**src/rtl/output_uart_tx_pkg.sv**
```systemverilog
// rtl/output_uart_tx_pkg.sv - shared types and constants for the output-port UART transmitter
package output_uart_tx_pkg;

  typedef enum logic [1:0] {S_IDLE, S_START, S_DATA, S_STOP} uart_tx_state_t;

  localparam int UART_DATA_BITS = 8;
  localparam int UART_BIT_IDX_W = $clog2(UART_DATA_BITS);

endpackage

```
**src/rtl/output_uart_tx_fifo.sv**
```systemverilog
// rtl/output_uart_tx_fifo.sv - synchronous FIFO; full/empty decoded from wrap-extended pointers
module sync_fifo #(
  parameter int WIDTH = 8,
  parameter int DEPTH = 4
) (
  input  logic             i_clk,
  input  logic             i_reset,
  input  logic             i_push,
  input  logic             i_pop,
  input  logic [WIDTH-1:0] i_din,
  output logic [WIDTH-1:0] o_dout,
  output logic             o_full,
  output logic             o_empty
);

  localparam int AW = $clog2(DEPTH);
  localparam int PW = AW + 1;

  logic [WIDTH-1:0] r_mem [DEPTH];
  logic [PW-1:0]    r_wr_ptr;
  logic [PW-1:0]    r_rd_ptr;
  logic             w_push_ok;
  logic             w_pop_ok;

  // Pointers carry one extra wrap bit so equal indices can mean either full or empty.
  assign o_full    = (r_wr_ptr[AW] != r_rd_ptr[AW]) && (r_wr_ptr[AW-1:0] == r_rd_ptr[AW-1:0]);
  assign o_empty   = (r_wr_ptr == r_rd_ptr);
  assign w_push_ok = i_push & ~o_full;
  assign w_pop_ok  = i_pop & ~o_empty;
  assign o_dout    = r_mem[r_rd_ptr[AW-1:0]];

  always_ff @(posedge i_clk) begin
    if (i_reset) begin
      r_wr_ptr <= '0;
      r_rd_ptr <= '0;
    end else begin
      if (w_push_ok) r_wr_ptr <= r_wr_ptr + PW'(1);
      if (w_pop_ok)  r_rd_ptr <= r_rd_ptr + PW'(1);
    end
  end

  always_ff @(posedge i_clk) begin
    if (w_push_ok) r_mem[r_wr_ptr[AW-1:0]] <= i_din;
  end

endmodule

```
**src/rtl/output_uart_tx.sv**
```systemverilog
// rtl/output_uart_tx.sv - queues OUT-register writes and sends them as 8N1 UART frames, LSB first
module output_uart_tx
  import output_uart_tx_pkg::*;
#(
  parameter int CLKS_PER_BIT = 868,
  parameter int FIFO_DEPTH   = 4
) (
  input  logic                      i_clk,
  input  logic                      i_reset,
  input  logic                      i_wr_en,
  input  logic [UART_DATA_BITS-1:0] i_wr_data,
  output logic                      o_tx,
  output logic                      o_busy,
  output logic                      o_fifo_full,
  output logic                      o_overflow
);

  localparam int CNT_W = $clog2(CLKS_PER_BIT);
  localparam logic [CNT_W-1:0]          BAUD_LAST = CNT_W'(CLKS_PER_BIT - 1);
  localparam logic [UART_BIT_IDX_W-1:0] BIT_LAST  = UART_BIT_IDX_W'(UART_DATA_BITS - 1);

  uart_tx_state_t            r_state, w_state_next;
  logic [CNT_W-1:0]          r_baud_cnt, w_baud_cnt_next;
  logic [UART_BIT_IDX_W-1:0] r_bit_idx, w_bit_idx_next;
  logic [UART_DATA_BITS-1:0] r_shift, w_shift_next;
  logic [UART_DATA_BITS-1:0] w_fifo_dout;
  logic r_tx, w_tx_next;
  logic r_busy, w_busy_next;
  logic r_overflow;
  logic w_fifo_full, w_fifo_empty, w_pop, w_push_ok, w_tick;

  assign w_push_ok = i_wr_en & ~w_fifo_full;
  assign w_tick    = (r_baud_cnt == BAUD_LAST);

  sync_fifo #(
    .WIDTH (UART_DATA_BITS),
    .DEPTH (FIFO_DEPTH)
  ) u_fifo (
    .i_clk   (i_clk),
    .i_reset (i_reset),
    .i_push  (i_wr_en),
    .i_pop   (w_pop),
    .i_din   (i_wr_data),
    .o_dout  (w_fifo_dout),
    .o_full  (w_fifo_full),
    .o_empty (w_fifo_empty)
  );

  always_comb begin
    w_state_next    = r_state;
    w_baud_cnt_next = r_baud_cnt;
    w_bit_idx_next  = r_bit_idx;
    w_shift_next    = r_shift;
    w_pop           = 1'b0;
    w_tx_next       = 1'b1;
    case (r_state)
      S_IDLE: begin
        if (!w_fifo_empty) begin
          w_pop           = 1'b1;
          w_shift_next    = w_fifo_dout;
          w_baud_cnt_next = '0;
          w_state_next    = S_START;
        end
      end
      S_START: begin
        if (w_tick) begin
          w_baud_cnt_next = '0;
          w_bit_idx_next  = '0;
          w_state_next    = S_DATA;
        end else begin
          w_baud_cnt_next = r_baud_cnt + CNT_W'(1);
        end
      end
      S_DATA: begin
        if (w_tick) begin
          w_baud_cnt_next = '0;
          w_shift_next    = r_shift >> 1;
          if (r_bit_idx == BIT_LAST) w_state_next = S_STOP;
          else                       w_bit_idx_next = r_bit_idx + UART_BIT_IDX_W'(1);
        end else begin
          w_baud_cnt_next = r_baud_cnt + CNT_W'(1);
        end
      end
      S_STOP: begin
        if (w_tick) begin
          w_baud_cnt_next = '0;
          // Chain straight into the next frame so queued bytes leave without an idle bit.
          if (!w_fifo_empty) begin
            w_pop        = 1'b1;
            w_shift_next = w_fifo_dout;
            w_state_next = S_START;
          end else begin
            w_state_next = S_IDLE;
          end
        end else begin
          w_baud_cnt_next = r_baud_cnt + CNT_W'(1);
        end
      end
      default: w_state_next = S_IDLE;
    endcase

    case (w_state_next)
      S_START: w_tx_next = 1'b0;
      S_DATA:  w_tx_next = w_shift_next[0];
      default: w_tx_next = 1'b1;
    endcase

    // A pop always leads to START, so only a push can keep an otherwise empty FIFO busy.
    w_busy_next = (w_state_next != S_IDLE) | ~w_fifo_empty | w_push_ok;
  end

  always_ff @(posedge i_clk) begin
    if (i_reset) begin
      r_state    <= S_IDLE;
      r_baud_cnt <= '0;
      r_bit_idx  <= '0;
      r_shift    <= '0;
      r_tx       <= 1'b1;
      r_busy     <= 1'b0;
      r_overflow <= 1'b0;
    end else begin
      r_state    <= w_state_next;
      r_baud_cnt <= w_baud_cnt_next;
      r_bit_idx  <= w_bit_idx_next;
      r_shift    <= w_shift_next;
      r_tx       <= w_tx_next;
      r_busy     <= w_busy_next;
      if (i_wr_en && w_fifo_full) r_overflow <= 1'b1;
    end
  end

  assign o_tx        = r_tx;
  assign o_busy      = r_busy;
  assign o_fifo_full = w_fifo_full;
  assign o_overflow  = r_overflow;

endmodule
```
**config.mk**
```make
export PLATFORM = sky130hd
export DESIGN_NAME = output_uart_tx
export DESIGN_NICKNAME = d
export VERILOG_FILES = /design/src/rtl/output_uart_tx_pkg.sv /design/src/rtl/output_uart_tx_fifo.sv /design/src/rtl/output_uart_tx.sv
export SDC_FILE = /design/constraint.sdc
export NUM_CORES = 1
export LEC_CHECK = 0
export CAP_MARGIN = 5
export CORE_MARGIN = 2
export CORE_UTILIZATION = 48
export CTS_BUF_LIST = sky130_fd_sc_hd__clkbuf_16
export CTS_CLUSTER_DIAMETER = 50
export DETAILED_ROUTE_END_ITERATION = 6
export PLACE_DENSITY_LB_ADDON = 0.05
export SYNTH_ARGS = -nofsm -noshare
export SYNTH_HDL_FRONTEND = slang
export SYNTH_SLANG_ARGS = --single-unit
export TNS_END_PERCENT = 5
```
**constraint.sdc**
```tcl
create_clock -name i_clk -period 2.1 [get_ports i_clk]
set_input_delay 0.63 -clock i_clk [delete_from_list [all_inputs] [get_ports i_clk]]
set_output_delay 0.63 -clock i_clk [all_outputs]
set_load 0.02 [all_outputs]
```
# == Word level (Yosys, flattened, before mapping) ==
# Memory sizes are Yosys's and may differ from the RTL's. A register that Yosys moved wholly into a read port is not among the register bits.
# Cells that the tools add are included.
# op_classes
add_sub_neg,4
n_eq_ne,15
muxes,26
bitwise,6
n_reduce_logical,9
# op_table
cell,count
two-way mux 8 bit,3
one-hot mux 8 bit (3 select lines),1
two-way mux 10 bit,2
one-hot mux 10 bit (2 select lines),1
two-way mux 2 bit,7
adder 10 x 1 -> 10 bit (second input constant),1
equality test 10 bit (second input constant),1
inequality test 2 bit (second input constant),5
adder 3 x 1 -> 3 bit (second input constant),3
two-way mux 3 bit,3
one-hot mux 2 bit (4 select lines),1
equality test 2 bit (second input constant),3
one-hot mux 3 bit (2 select lines),1
two-way mux 1 bit,5
equality test 2 x 1 -> 1 bit (second input constant),2
one-hot mux 1 bit (2 select lines),2
AND reduction 4 bit,1
nonzero test 2 bit,2
equality test 3 bit,1
equality test 3 bit (second input constant),1
AND reduction 3 bit,1
nonzero test 3 bit,1
OR reduction 3 bit,1
bitwise AND 1 bit,2
6 further kinds,9
# word_totals
reg_bits,32
ramBits,32
input_bits,11
out_inout_bits,4
n_memories,1
# memory_table
memory,words,word_bits,rd,rd_ports_with_merged_regs,wr,line,text
u_fifo.r_mem,4,8,1,1,1,output_uart_tx_fifo.sv:19,logic [WIDTH-1:0] r_mem [DEPTH];

# == Logic depth before layout (Yosys ltp) ==
# Gate-level depths: netlist (run 1).
# logic_depth
depth_word,7
depth_mapped,8
mapped_depth_nobuf,7

# == By module ==
# From an unflattened synthesis (run 1), not the netlist that was laid out.
# hier_totals
cells_unflattened,296
hier_area_um2,3294.4
# by_module_without_submodules
module,instances,cells_each,area_per_inst_um2
sync_fifo,1,110,1731.7
output_uart_tx,1,186,1562.7

# == Least setup slack after synthesis (run 1) ==
# Ideal clock, no wire load.
# synth_path
kind,register -> output
start,reg u_fifo.r_wr_ptr[2]
end,out o_fifo_full
arrival_time_ps,1309
required_ps,1470
slack_ps,161
stages_incl_launch_ff,4
cell_sequence,dfxtp_1 > xnor2_1 > buf_2 > nor3_1
# synth_between
elab_chain_cells,2
# synth_lines
element,line,text
from (decl),output_uart_tx_fifo.sv:20,logic [PW-1:0] r_wr_ptr;
from (signal assigned),output_uart_tx_fifo.sv:37,if (w_push_ok) r_wr_ptr <= r_wr_ptr + PW'(1);
inequality test 1 bit,output_uart_tx_fifo.sv:26,assign o_full = (r_wr_ptr[AW] != r_rd_ptr[AW]) && (r_wr_ptr[AW-1:0] == r_rd_ptr[AW-1:0]);
logical AND 1 bit,output_uart_tx_fifo.sv:26,
to (decl),output_uart_tx.sv:14,"output logic o_fifo_full,"
# No other way between the ends.

# == Worst setup path after layout (run 1) ==
# layout_path
start,reg u_fifo.r_wr_ptr[1]
end,out o_fifo_full
# layout_between
elab_chain_cells,2
# layout_lines
element,line
equality test 2 bit,output_uart_tx_fifo.sv:26
logical AND 1 bit,output_uart_tx_fifo.sv:26
# No other way between the ends.

==> metrics.cfg, run 1 <==
[synthesis]
async_reset_ff_share_pct=0
synth_area_um2=3192
syn-num-nets=296
synth_flop_cell=dfxtp_1
syn_inst=272
ys.warnings.count=0
netlist_top_cells_area=edfxtp_1 (30%), dfxtp_1 (21%), mux4_2 (5.6%), ha_1 (5.1%), a21oi_1 (3.0%)
synthDominantAreaCellType=edfxtp_1
count_of_flip_flops_with_a_built_in_enable_after_synthesis=32
synth-seq-area-share_pct=51.43
synth-seq-cells=66
synthesis.area_per_instance_um2=11.73
netlist_top_cells_count=dfxtp_1 (34), edfxtp_1 (32), nor2_1 (25)
post-synth-top-count-cell=dfxtp_1
synth_top_cell_area_share_pct=30.11
synth.lib_cells_used.distinct=48

[routing]
total_iterations_of_the_first_detailed_routing_run=4
routed_wl_um=6655
post_dr_wirelength_cell_um=16.64
route.detailed.drc=0
ant_nets=0
dr.first_iter.drc_count=110
via_per_inst=5.770
detailroute.via_count=2308

[sta]
fmaxAchievable_ghz=0.5060
grt_setup_unrepaired=false
hold_viol_final=0
timing.final.crit_period_ns=1.976
slew_viol_final=0
final_min_period_over_clock_period_pct=94.11
worst_slew_margin_rel_pct=74.47
worst_slew_pin_slew_ns=0.3829
setup_viol=0
setup-tns-final_ns=0
fin_skew_ns=0.006442

[place]
placer_congestion=0.8338
dp_hpwl_um=4808
io_buffers=14

[floorplanning]
num_rows=29
die_height_um=85.55
floorplan.die.width_um=85.55
boundaryPins=15
die_area_um2=7318
core_um2=6386
floorplan.initialDensity_pct=49.98

[clock_tree]
post_cts_buffers=0
cts_inserted_buffers=9
clkLatencyLatePin_ns=0.33
worst_setup_hold_path_clk_slew_ns=0.06
cts.htree.levels=3
clk_root_buffer_cell=clkbuf_16
clock_sink_count=66
tritoncts=done
hold_buffers=0
max-clock-path-buffers=2

[finish]
syn2layout_area_growth_pct=23.79
design.final.nets=342
fraction_of_final_layout_cells_sized_beyond_drive_strength_1_pct=21.67
antenna-diode-count=0
nFillCells=528
layout.core_utilization_pct=61.87

[min_path]
whs_path_depth=2
holdCritPathClass=register to register
worstHoldEndpoint=r_bit_idx[1]$_SDFFE_PP0P_
worstHoldStart=r_bit_idx[1]$_SDFFE_PP0P_

[grt]
global_route_usage_sum_pct=20.02
grt.overflow.total=0
grt_pass1_wl_um=11300
grt_start_max_net_pins=14
antenna_found_initial=0
vias_in_the_first_global_route=2325

[worst_setup_path]
critPathMaxStageDelay_ns=0.36
arrival_ns=1.35
worstPathBufferInverterCount=1
rr_worst_depth=6
r2r_setup_slack_ns=0.15
critPathMaxFanout=2
worst_r2r_endpoint=o_tx$_SDFF_PP1_
worst-setup-path-type=register to output port
worstSetupStartpointType=register
worstPathCellList=xor2_4, nor3_2, clkdlybuf4s15_2
end_kind=output port
timing.critical_path.max_delay_family=flip-flops
timing.rr.start=r_state[1]$_SDFF_PP0_
worst_ep_required_time_ns=1.47
critical_path.slowest_cell=dfxtp_1

[pwr]
vdd_ir_max_mv=0.5459
total_power_uw=4374
power.static_leakage_uw=0.001451
power_density_nw_per_um2=1107

[run]
timing.max_cap.violations=0

[outcome]
run_status=complete, no violations

==> state kept, by name, summed over array words and instances (netlist names), named ones only <==
name,flops
u_fifo.r_mem,32
r_baud_cnt,10
r_shift,8
r_bit_idx,3
u_fifo.r_rd_ptr,3
u_fifo.r_wr_ptr,3
r_state,2
o_busy,1
o_overflow,1
o_tx,1
==> kinds of logic (layout without fill, tap and decap cells) <==
group / after synthesis / in the layout / share of synthesized area (%)
xor gates and xnor gates: 19 / 19 / 6.625
DFF: 66 / 66 / 51.43
muxes: 11 / 11 / 6.586
AOI/OAI and AO/OA: 53 / 53 / 11.72
buffers and inverters: 19 / 70 / 2.705
adders and majority gates: 13 / 13 / 5.096
and+or+nand+nor: 91 / 91 / 15.84
==> worst max path at each step <==
stage / startpoint / endpoint / depth (start not counted)
after detailed placement: i_wr_en / u_fifo.r_mem[1][3]$_DFFE_PP_ / 6
final: u_fifo.r_wr_ptr[1]$_SDFFE_PP0P_ / o_fifo_full / 3
after global routing: r_state[1]$_SDFF_PP0_ / o_tx$_SDFF_PP1_ / 7
after floorplan: u_fifo.r_wr_ptr[2]$_SDFFE_PP0P_ / o_fifo_full / 3
after CTS: u_fifo.r_wr_ptr[1]$_SDFFE_PP0P_ / o_fifo_full / 3
after global placement: i_wr_en / u_fifo.r_mem[3][2]$_DFFE_PP_ / 6
==> repair_timing <==
action                                  CTS  global route
resized for setup                         4             1
endpoints found under the hold margin     0             0
pin swaps                                 0             0
endpoints found under the setup margin    1             1
==> per-stage QoR <==
| step | cell area (um^2) | worst slack (ns) | hold slack, ns | cells |
|---|---|---|---|---|
| finish | 3951 | 0.1237 | 0.4575 | 400 |
| global route | 3951 | 0.03013 | 0.4822 | 400 |
| CTS | 3946 | 0.03673 | 0.4635 | 400 |
| detailed placement | 3666 | -0.004892 | 0.4556 | 384 |
| global placement | 3666 | 0.01274 | 0.4436 | 384 |
| floorplan | 3192 | 0.1612 | 0.4356 | 272 |
==> power by group <==
part,switching (uW),internal (uW)
Combinational,725,635
Sequential,108,1500
Clock,595,806
==> layout make-up <==
type	count	area [um^2]	area share [%]
Sequential cell	66	1642	41.55
Clock inverter	7	53.80	1.362
Tap cell	77	96.34	2.438
Timing Repair Buffer	47	439.2	11.11
Multi-Input combinational cell	187	1469	37.18
Clock buffer	9	225.2	5.700
Inverter	7	26.28	0.6650
==> routing by layer <==
metal	routed length [um]	GRT usage (%)
met1	3141	26.73
met2	3060	31.04
met3	320	4.620
met4	132	9.524
met5	0	0
==> cell usage in the layout (no fill, tap or decap), drive strengths merged, types with 7 or more instances in the layout <==
master,instances
and3,9
inv,9
edfxtp,32
xnor2,7
nor2,25
a21oi,19
ha,13
buf,33
clkbuf,9
o31ai,8
nand2,17
mux4,8
clkdlybuf4s50,13
o21ai,9
xor2,12
nand4,15
dfxtp,34
==> worst reg2reg max path: cells and delay by family, from the launching register on <==
| kind | cells | cell delay (ns) |
|---|---|---|
| compound gates | 3 | 0.76 |
| flops | 1 | 0.47 |
| fa+ha+maj | 1 | 0.33 |
| buf+inv | 1 | 0.13 |
| simple gates | 1 | 0.13 |
No activity file was read; power rests on OpenSTA's default activity.
==> inputs of run 2 (changes only) <==
- DONT_BUFFER_PORTS: not set -> 1
==> run 2 against run 1 <==
Effect of this change: combinational power shrank 10%; sequential power grew 2%; sequential share of layout area grew 2.5 points; first-iteration DRC count grew 33%; power is essentially flat; wire length shrank 6.0%; worst hold slack lost 0.090 ns; flip-flop and latch count is the same; critical path depth grew 1; global-route usage shrank 0.96 points; non-clock buffer count shrank 25; clock power grew 7%.
==> metrics.cfg, run 2 (synthesis results as in run 1) <==
[place]
placed_cell_area_um2=3376
dpl.cell_count=355
placer_congestion=0.7811
io_buffers=0
dp_hpwl_um=4421

[grt]
global_route_usage_sum_pct=19.07
grt.overflow.total=0
grt_pass1_wl_um=10690
grt_start_max_net_pins=25
antenna_found_initial=0
vias_in_the_first_global_route=2114

[routing]
route.detailed.drc=0
routed_wl_um=6257
via_per_inst=5.725
total_iterations_of_the_first_detailed_routing_run=6
ant_nets=0
post_dr_wirelength_cell_um=16.69
detailroute.via_count=2147
dr.first_iter.drc_count=146

[worst_setup_path]
end_kind=output port
rr_worst_depth=6
worst_ep_required_time_ns=1.47
r2r_setup_slack_ns=0.17
critical_path.slowest_cell=dfxtp_1
worst_r2r_endpoint=o_tx$_SDFF_PP1_
critPathMaxStageDelay_ns=0.35
worst-setup-path-type=register to output port
arrival_ns=1.38
worstPathCellList=buf_4, xor2_2, nor3_2, buf_4
path_common_cell=buf_4
critPathMaxFanout=5
worstSetupStartpointType=register
timing.rr.start=r_baud_cnt[0]$_SDFFE_PP0P_

[sta]
grt_setup_unrepaired=true
fin_skew_ns=0.003756
final_min_period_over_clock_period_pct=95.77
worst_slew_pin_slew_ns=0.4926
hold_viol_final=0
fmaxAchievable_ghz=0.4972
setup-tns-final_ns=0
slew_viol_final=0
setup_viol=0
fin_hold_ws_ns=0.3676
timing.final.crit_period_ns=2.011
worst_slew_margin_rel_pct=66.92

[finish]
nFillCells=511
layout.core_utilization_pct=58.46
finalNonFillerCells=375
number_of_flip_flops_in_the_largest_register=32
syn2layout_area_growth_pct=16.97
antenna-diode-count=0
design.final.nets=317
fraction_of_final_layout_cells_sized_beyond_drive_strength_1_pct=21.81
layout.cells.most_common_list=edfxtp_1 (32), dfxtp_1 (31), nor2_1 (25)
layout.cells.most_common=edfxtp_1
final_area_um2=3734

[clock_tree]
tritoncts=done
cts.htree.levels=3
clkLatencyLatePin_ns=0.33
max-clock-path-buffers=2
clk_root_buffer_cell=clkbuf_16
hold_buffers=0
worst_setup_hold_path_clk_slew_ns=0.06
clock_sink_count=66
cts_inserted_buffers=9

[floorplanning]
core_um2=6386
floorplan.initialDensity_pct=49.98
num_rows=29
die_area_um2=7318
boundaryPins=15
die_height_um=85.55
floorplan.die.width_um=85.55

[run]
timing.max_cap.violations=0

[outcome]
run_status=complete, no violations

[pwr]
power_density_nw_per_um2=1172
vdd_ir_max_mv=0.8525
power.static_leakage_uw=0.001351

[min_path]
worstHoldEndpoint=r_shift[5]$_SDFFE_PP0P_
whs_path_depth=1
holdCritPathClass=input port to register
worstHoldStart=i_reset

[run 2: per-stage QoR]
stage                     setup slack (ns)  total power, uW
final                              0.08885             4375
after global routing              -0.02116             4650
after CTS                        0.0003719             4377
after detailed placement           0.06969             2845
after global placement             0.07016             2847
after floorplan                     0.1612             2526
[run 2: area by class of cell]
class / count / area [um^2] / share of cell area, %
Clock buffer: 9 / 225.2 / 6.032
Clock inverter: 7 / 77.57 / 2.078
Timing Repair Buffer: 22 / 177.7 / 4.759
Inverter: 7 / 26.28 / 0.7038
Sequential cell: 66 / 1645 / 44.07
Tap cell: 77 / 96.34 / 2.580
Multi-Input combinational cell: 187 / 1485 / 39.78
[run 2: worst max-delay path by stage]
stage | from | to | slack [ns] | cells after the start
after floorplan | u_fifo.r_wr_ptr[2]$_SDFFE_PP0P_ | o_fifo_full | 0.16 | 3
after global placement | r_state[0]$_SDFF_PP0_ | o_tx$_SDFF_PP1_ | 0.07 | 6
after detailed placement | r_state[0]$_SDFF_PP0_ | o_tx$_SDFF_PP1_ | 0.07 | 6
after CTS | u_fifo.r_wr_ptr[1]$_SDFFE_PP0P_ | o_fifo_full | 0.0004 | 4
after global routing | r_baud_cnt[0]$_SDFFE_PP0P_ | o_tx$_SDFF_PP1_ | -0.02 | 6
final | u_fifo.r_wr_ptr[0]$_SDFFE_PP0P_ | o_fifo_full | 0.09 | 4
[run 2: power by group]
part           switching [uW]  total [uW]  leakage [uW]  internal [uW]
logic                     653        1220      0.000632            570
registers                 147        1650      0.000572           1510
clock network             571        1500      0.000146            928
[run 2: worst max-delay path: cells and delay by family, from the launching register on]
family | cells | cell delay (ns)
DFF | 1 | 0.35
buffers and inverters | 2 | 0.34
xor gates and xnor gates | 1 | 0.30
and+or+nand+nor | 1 | 0.07
[run 2: repair_timing]
action,in CTS,in global routing
setup buffers,1,3
endpoints found under the hold margin,0,0
endpoints found under the setup margin,1,4
gates resized for setup,2,6
[run 2: metal layers]
metal,global-route usage (%),up-vias,wire length [um]
met5,0,-,0
met4,6.638,0,85
met3,4.812,7,189
met2,29.55,34,2980
met1,26.26,1036,3001
li1,-,1070,-
==> inputs of run 3 (changes only) <==
- CTS_CLUSTER_SIZE: not set -> 10
==> results of run 3 <==
No change in the layout: final DEF, timing and power equal those of run 2.
